## src/rtl/rtc_shadow_stream_pkg.sv

```systemverilog
// Shared definitions for the RTC register capture / shadow streaming block
// and the RTC SPI controller that reuses its address decoder.
package rtc_shadow_stream_pkg;

  localparam int         RTC_DATA_W  = 8;
  localparam int         RTC_ADDR_W  = 8;
  localparam logic [7:0] RTC_BASE_A  = 8'h21;
  localparam int         RTC_COUNT_A = 8;
  localparam logic [7:0] RTC_BASE_B  = 8'h41;
  localparam int         RTC_COUNT_B = 3;

  typedef enum logic [1:0] {
    IDLE,
    LOAD,
    STREAM,
    GAP
  } state_t;

  function automatic int idx_width(input int n);
    return (n > 1) ? $clog2(n) : 1;
  endfunction

endpackage

```

## src/rtl/rtc_shadow_stream_decode.sv

```systemverilog
// Combinational write-address decoder: maps the clock/date window and the
// timer window onto one contiguous register index space.
module rtc_addr_decode
  import rtc_shadow_stream_pkg::*;
#(
  parameter int                ADDR_W  = RTC_ADDR_W,
  parameter logic [ADDR_W-1:0] BASE_A  = RTC_BASE_A,
  parameter int                COUNT_A = RTC_COUNT_A,
  parameter logic [ADDR_W-1:0] BASE_B  = RTC_BASE_B,
  parameter int                COUNT_B = RTC_COUNT_B,
  parameter int                IDX_W   = idx_width(COUNT_A + COUNT_B)
) (
  input  logic [ADDR_W-1:0] addr,
  output logic              hit,
  output logic [IDX_W-1:0]  idx
);

  localparam logic [ADDR_W-1:0] CNT_A = ADDR_W'(COUNT_A);
  localparam logic [ADDR_W-1:0] CNT_B = ADDR_W'(COUNT_B);
  localparam logic [IDX_W-1:0]  OFS_B = IDX_W'(COUNT_A);

  logic [ADDR_W-1:0] off_a;
  logic [ADDR_W-1:0] off_b;
  logic              hit_a;
  logic              hit_b;

  // The lower-bound test keeps a wrapped subtraction from aliasing into a window.
  always_comb begin
    off_a = addr - BASE_A;
    off_b = addr - BASE_B;
    hit_a = (addr >= BASE_A) && (off_a < CNT_A);
    hit_b = (addr >= BASE_B) && (off_b < CNT_B);
    hit   = hit_a || hit_b;
    idx   = '0;
    if (hit_a) begin
      idx = off_a[IDX_W-1:0];
    end else if (hit_b) begin
      idx = OFS_B + off_b[IDX_W-1:0];
    end
  end

endmodule

```

## src/rtl/rtc_shadow_stream.sv

```systemverilog
// Captures RTC register writes into a live bank, snapshots it on request and
// streams the frozen snapshot to the VGA side; also counts SPI word reads.
module rtc_shadow_stream
  import rtc_shadow_stream_pkg::*;
#(
  parameter int                DATA_W     = RTC_DATA_W,
  parameter int                ADDR_W     = RTC_ADDR_W,
  parameter logic [ADDR_W-1:0] BASE_A     = RTC_BASE_A,
  parameter int                COUNT_A    = RTC_COUNT_A,
  parameter logic [ADDR_W-1:0] BASE_B     = RTC_BASE_B,
  parameter int                COUNT_B    = RTC_COUNT_B,
  parameter int                GAP_CYCLES = 1,
  localparam int               NUM_REGS   = COUNT_A + COUNT_B,
  localparam int               IDX_W      = idx_width(NUM_REGS)
) (
  input  logic                clk,
  input  logic                reset_n,
  input  logic                wr_en,
  input  logic [ADDR_W-1:0]   wr_addr,
  input  logic [DATA_W-1:0]   wr_data,
  input  logic                continuous,
  input  logic                frame_req,
  input  logic                out_ready,
  output logic                out_valid,
  output logic [DATA_W-1:0]   out_data,
  output logic [IDX_W-1:0]    out_idx,
  output logic                out_sof,
  output logic                out_eof,
  output logic                busy,
  output logic [NUM_REGS-1:0] dirty,
  input  logic                rd_strobe,
  output logic [IDX_W-1:0]    rd_count,
  output logic                rd_wrap
);

  localparam logic [IDX_W-1:0] LAST_IDX = IDX_W'(NUM_REGS - 1);
  localparam int               GAP_W    = idx_width(GAP_CYCLES);
  localparam logic [GAP_W-1:0] GAP_LAST = GAP_W'(GAP_CYCLES - 1);

  state_t            state;
  state_t            state_nxt;
  logic [DATA_W-1:0] live   [NUM_REGS];
  logic [DATA_W-1:0] shadow [NUM_REGS];
  logic [IDX_W-1:0]  ptr;
  logic [GAP_W-1:0]  gap_cnt;
  logic              pending;
  logic              wr_hit;
  logic [IDX_W-1:0]  wr_idx;
  logic              wr_fire;
  logic              start;

  rtc_addr_decode #(
    .ADDR_W  (ADDR_W),
    .BASE_A  (BASE_A),
    .COUNT_A (COUNT_A),
    .BASE_B  (BASE_B),
    .COUNT_B (COUNT_B),
    .IDX_W   (IDX_W)
  ) u_decode (
    .addr (wr_addr),
    .hit  (wr_hit),
    .idx  (wr_idx)
  );

  assign wr_fire = wr_en && wr_hit;
  assign start   = pending || continuous;

  always_ff @(posedge clk or negedge reset_n) begin
    if (!reset_n) begin
      for (int i = 0; i < NUM_REGS; i++) live[i] <= '0;
    end else if (wr_fire) begin
      live[wr_idx] <= wr_data;
    end
  end

  // The snapshot is taken from the registered bank, so a write landing on the
  // LOAD edge is seen by live but not by shadow.
  always_ff @(posedge clk or negedge reset_n) begin
    if (!reset_n) begin
      for (int i = 0; i < NUM_REGS; i++) shadow[i] <= '0;
    end else if (state == LOAD) begin
      for (int i = 0; i < NUM_REGS; i++) shadow[i] <= live[i];
    end
  end

  always_ff @(posedge clk or negedge reset_n) begin
    if (!reset_n) begin
      dirty   <= '0;
      pending <= 1'b0;
    end else begin
      if (state == LOAD) dirty <= '0;
      if (wr_fire) dirty[wr_idx] <= 1'b1;
      if (frame_req) begin
        pending <= 1'b1;
      end else if (state == LOAD) begin
        pending <= 1'b0;
      end
    end
  end

  always_ff @(posedge clk or negedge reset_n) begin
    if (!reset_n) begin
      state   <= IDLE;
      ptr     <= '0;
      gap_cnt <= '0;
    end else begin
      state <= state_nxt;
      if (state == LOAD) begin
        ptr <= '0;
      end else if (state == STREAM && out_ready && ptr != LAST_IDX) begin
        ptr <= ptr + 1'b1;
      end
      gap_cnt <= (state == GAP) ? gap_cnt + 1'b1 : '0;
    end
  end

  // Leaving GAP (or the last word when there is no gap) goes straight to LOAD
  // if a frame is wanted, so exactly GAP_CYCLES idle cycles separate frames.
  always_comb begin
    state_nxt = state;
    out_valid = 1'b0;
    out_data  = '0;
    out_idx   = '0;
    out_sof   = 1'b0;
    out_eof   = 1'b0;
    busy      = (state != IDLE);
    case (state)
      IDLE: begin
        if (start) state_nxt = LOAD;
      end
      LOAD: begin
        state_nxt = STREAM;
      end
      STREAM: begin
        out_valid = 1'b1;
        out_data  = shadow[ptr];
        out_idx   = ptr;
        out_sof   = (ptr == '0);
        out_eof   = (ptr == LAST_IDX);
        if (out_ready && ptr == LAST_IDX) begin
          if (GAP_CYCLES > 0) begin
            state_nxt = GAP;
          end else begin
            state_nxt = start ? LOAD : IDLE;
          end
        end
      end
      GAP: begin
        if (gap_cnt == GAP_LAST) state_nxt = start ? LOAD : IDLE;
      end
      default: state_nxt = IDLE;
    endcase
  end

  always_ff @(posedge clk or negedge reset_n) begin
    if (!reset_n) begin
      rd_count <= '0;
      rd_wrap  <= 1'b0;
    end else begin
      rd_wrap <= 1'b0;
      if (rd_strobe) begin
        if (rd_count == LAST_IDX) begin
          rd_count <= '0;
          rd_wrap  <= 1'b1;
        end else begin
          rd_count <= rd_count + 1'b1;
        end
      end
    end
  end

endmodule

```

## config.mk

```make
export PLATFORM = sky130hd
export DESIGN_NAME = rtc_shadow_stream
export DESIGN_NICKNAME = d
export VERILOG_FILES = /design/src/rtl/rtc_shadow_stream_pkg.sv /design/src/rtl/rtc_shadow_stream_decode.sv /design/src/rtl/rtc_shadow_stream.sv
export SDC_FILE = /design/constraint.sdc
export NUM_CORES = 1
export LEC_CHECK = 0
export BUFFER_PORTS_ARGS = -buffer_cell sky130_fd_sc_hd__buf_2
export CAP_MARGIN = 20
export CORE_UTILIZATION = 30
export CTS_CLUSTER_SIZE = 28
export DETAILED_ROUTE_END_ITERATION = 12
export GPL_TIMING_DRIVEN = 1
export PLACE_DENSITY = 0.52
export SLEW_MARGIN = 20
export SYNTH_ARGS = -nofsm -noshare
export SYNTH_HDL_FRONTEND = slang
export SYNTH_SLANG_ARGS = --single-unit
```

## constraint.sdc

```tcl
create_clock -name clk -period 2.6 [get_ports clk]
set_clock_uncertainty 0.05 [all_clocks]
set_input_delay 0.26 -clock clk [delete_from_list [all_inputs] [get_ports clk]]
set_output_delay 0.26 -clock clk [all_outputs]
set_load 0.01 [all_outputs]
```

==> summary.md <==
| Metric | Value |
|---|---|
| Startpoint Class | `flip-flop` |
| P&R area growth vs syn | `19.4%` |
| Setup TNS | `0 ns` |
| Critical R2R Launch | `ptr[0]` |
| Slowest cell on the critical path | `mux4_2` |
| Number of global-route vias before repair | `5,690` |
| Port Buf Inserts | `54` |
| Boundary Pins | `55` |
| Hold WS | `approximately 0.028 ns` |
| Comb power frac | `0.267` |
| Setup CP Type | `reg -> out` |
| Worst path required time | `2.29 ns` |
| Max cap viols | `0` |
| Routed vias/inst | `between 4 and 5` |
| Leakage power | `just over 5 nW` |
| Maximum VDD drop | `0.472 mV` |
| Clk pwr share | `0.298` |
| Status | `completed` |
| N_diodes | `0` |
| Bufs on Longest Clock Path | `2` |
| Slew Limit Fails | `0` |
| P_int | `approximately 6.3 mW` |
| Share of post-route cells with drive strength above 1 | `0.475` |
| RD Place Congestion | `about 0.80` |
| Dpl cells | `about 1,100` |
| Die area | `between 20,000 and 30,000 um^2` |
| Post-Layout Cell Count | `around 1,100` |
| 1st-pass router iterations | `4` |
| Final wirelength | `between 20 and 25 mm` |
| Crit path time final | `approximately 2.5 ns` |
| Post-synth cell types | `47` |
| Length in cells of the worst reg-to-reg path | `10` |
| Worst setup startpoint | `ptr[0]` |
| Overall routing resource usage | `0.145` |
| Worst hold stages | `2` |
| GRT overflow | `0` |
| YS warnings | `0` |
| RR Endpoint | `state[0]` |
| Syn_nets | `about 650` |
| RSZ-0062 raised after global routing | `yes` |
| Post-DRT Antenna Nets | `0` |
| Design Power | `~9.1 mW` |
| Tightest Pin Transition | `~0.64 ns` |
| Detailed Route Iter0 Violations | `~350` |
| Largest net degree at the start of global routing | `about 70` |
| Final Hold Fails | `0` |
| CP max stage delay | `0.51 ns` |
| Row count | `between 60 and 70` |
| TritonCTS Buffers | `17` |
| Crit-path max FO | `12` |
| Most common cell after layout, fill and taps aside | `dfrtp_1` |
| Critical path, cell by cell | `buf_12, mux4_2, o21ai_1, buf_4, o22ai_2, and2_1, buf_2` |
| Pre-CTS WS | `-0.111 ns` |
| Worst Hold Launch | `rd_strobe` |
| Detailed-placement wirelength estimate | `14.2 mm` |
| Syn Inst Count | `just over 600` |
| Antenna violations before repair | `0` |
| Global-route wire length before repair | `approximately 33 mm` |
| Main flop type after synthesis | `dfrtp_1` |
| Die W | `around 170 um` |
| Root Buffer | `clkbuf_16` |
| CTS tree | `done` |
| NetSw | `about 2.8 mW` |
| Sequential area share after synthesis | `0.570` |
| FMAX | `between 300 and 400 MHz` |
| Placement-stage cell area | `9800 um^2` |
| Slew Limit Headroom | `0.571` |
| FF-to-FF setup slack | `a little under 0.3 ns` |
| Synth Cell Area | `between 8000 and 9000 um^2` |
| Final WS setup | `0.0882 ns` |
| Critical path data arrival time | `between 2 and 2.5 ns` |
| Final Cell Area | `10,500 um^2` |
| Average cell area after synthesis | `14.1 um^2` |
| Sequential power share | `0.435` |
| Final period util | `0.966` |
| FFs w/ async S/R, synth | `1.00` |
| Initial Utilization | `0.305` |
| Number of synthesized register bits | `200` |
| Hold endpoint | `rd_count[0]` |
| Sw Share | `0.311` |
| Number of synthesized flops with an enable pin | `0` |
| Sink Count | `200` |
| Latest clock arrival within the worst-skew pair | `~0.44 ns` |
| Core ar. | `28,800 um^2` |
| # DRC | `0` |
| P per Cell Area | `between 800 and 900 nW/um^2` |
| Worst min-delay path class | `in -> reg` |
| Commonest cells after routing, fill and taps aside | `dfrtp_1, mux2_2, buf_2` |
| Reg clk slew, reported paths | `roughly 0.080 ns` |
| Die height | `around 170 um` |
| CP endpoint kind | `output pin` |
| Wire per inst | `18.9 um` |
| Via count | `around 5,300` |
| CTS H-tree depth | `4` |
| Fin util | `0.364` |
| Setup-failing EPs final | `0` |
| NumNets Final | `a little over 700` |
## worst max-delay path, delay by kind of cell, from the launching register on
family | cells | cell delay [ns]
muxes | 1 | 0.51
buffers and inverters | 3 | 0.46
DFF | 1 | 0.38
AOI/OAI and AO/OA | 2 | 0.21
and+or+nand+nor | 1 | 0.19
## routing by layer
layer	share of wire	wire (um)	vias up	global-route usage
met5	0	0	-	0
met4	0.0085	175	0	0.0306
met3	0.030	626	26	0.0319
met2	0.51	10500	100	0.247
met1	0.45	9370	2792	0.188
li1	-	-	2349	-
## worst max path at each step
stage / slack, ns / cells past startpoint / endpoint
6_report: 0.09 / 7 / out_data[4]
5_1_grt: -0.02 / 9 / out_data[6]
4_1_cts: -0.03 / 7 / out_data[0]
3_5_place_dp: -0.11 / 9 / live[72]
3_3_place_gp: 0.01 / 9 / live[19]
2_1_floorplan: 0.04 / 9 / live[16]
## sequential cells by signal, summed over array words and instances, names as in the netlist
name	flops
gap_cnt	1
shadow	88
rd_count	4
pending	1
live	88
ptr	4
state	2
dirty	11
rd_wrap	1
## what timing repair did
action	in CTS	in global routing
buffers inserted	0	0
gates resized for setup	11	11
pin swaps	1	1
setup endpoints to repair	8	9
hold buffers	2	0
hold endpoints to repair	62	0
## kinds of logic after synthesis
group	Yosys count	share of synthesized area
muxes	202	0.282
xor gates and xnor gates	4	0.00399
and+or+nand+nor	87	0.0574
adders and majority gates	9	0.0128
buffers and inverters	61	0.0274
DFF	200	0.570
AOI/OAI and AO/OA	58	0.0470
## layout make-up
| type | instances | area (um^2) |
|---|---|---|
| clock buffers | 17 | 425 |
| clock inverters | 15 | 179 |
| fillers | 2755 | 18300 |
| inverters | 24 | 90.1 |
| multi-input cells | 360 | 3590 |
| flip-flops and latches | 200 | 5010 |
| well taps | 384 | 480 |
| repair buffers | 91 | 716 |
## power groups by stage
stage               Clock, mW  Sequential (mW)  Combinational [mW]
finish                   2.71             3.96                2.43
global route             2.90             4.03                2.63
CTS                      2.78             3.95                2.45
detailed placement          0             4.01                2.42
global placement            0             3.97                2.33
floorplan                   0             3.91                1.59
## cell usage after synthesis, drive strengths merged (2+ instances only)
cell | instances | area share
and2 | 15 | 0.011
o21a | 2 | 0.0017
nand2b | 3 | 0.0021
nor3b | 5 | 0.0043
ha | 9 | 0.013
inv | 24 | 0.010
or2 | 2 | 0.0014
xnor2 | 2 | 0.0020
mux4 | 16 | 0.041
and3 | 3 | 0.0021
nor3 | 4 | 0.0036
o22ai | 8 | 0.0057
nor2 | 12 | 0.0051
o211ai | 9 | 0.0077
dfrtp | 200 | 0.57
nor2b | 4 | 0.0028
nor4b | 2 | 0.0020
a21o | 6 | 0.0051
or3 | 3 | 0.0029
buf | 5 | 0.0034
mux2 | 176 | 0.23
xor2 | 2 | 0.0020
clkbuf | 32 | 0.014
nand4 | 3 | 0.0036
nand3 | 3 | 0.0017
o21ai | 23 | 0.013
mux2i | 10 | 0.011
nand3b | 2 | 0.0017
a21oi | 4 | 0.0031
nand2 | 23 | 0.0098
No activity file was read; power rests on OpenSTA's default activity.
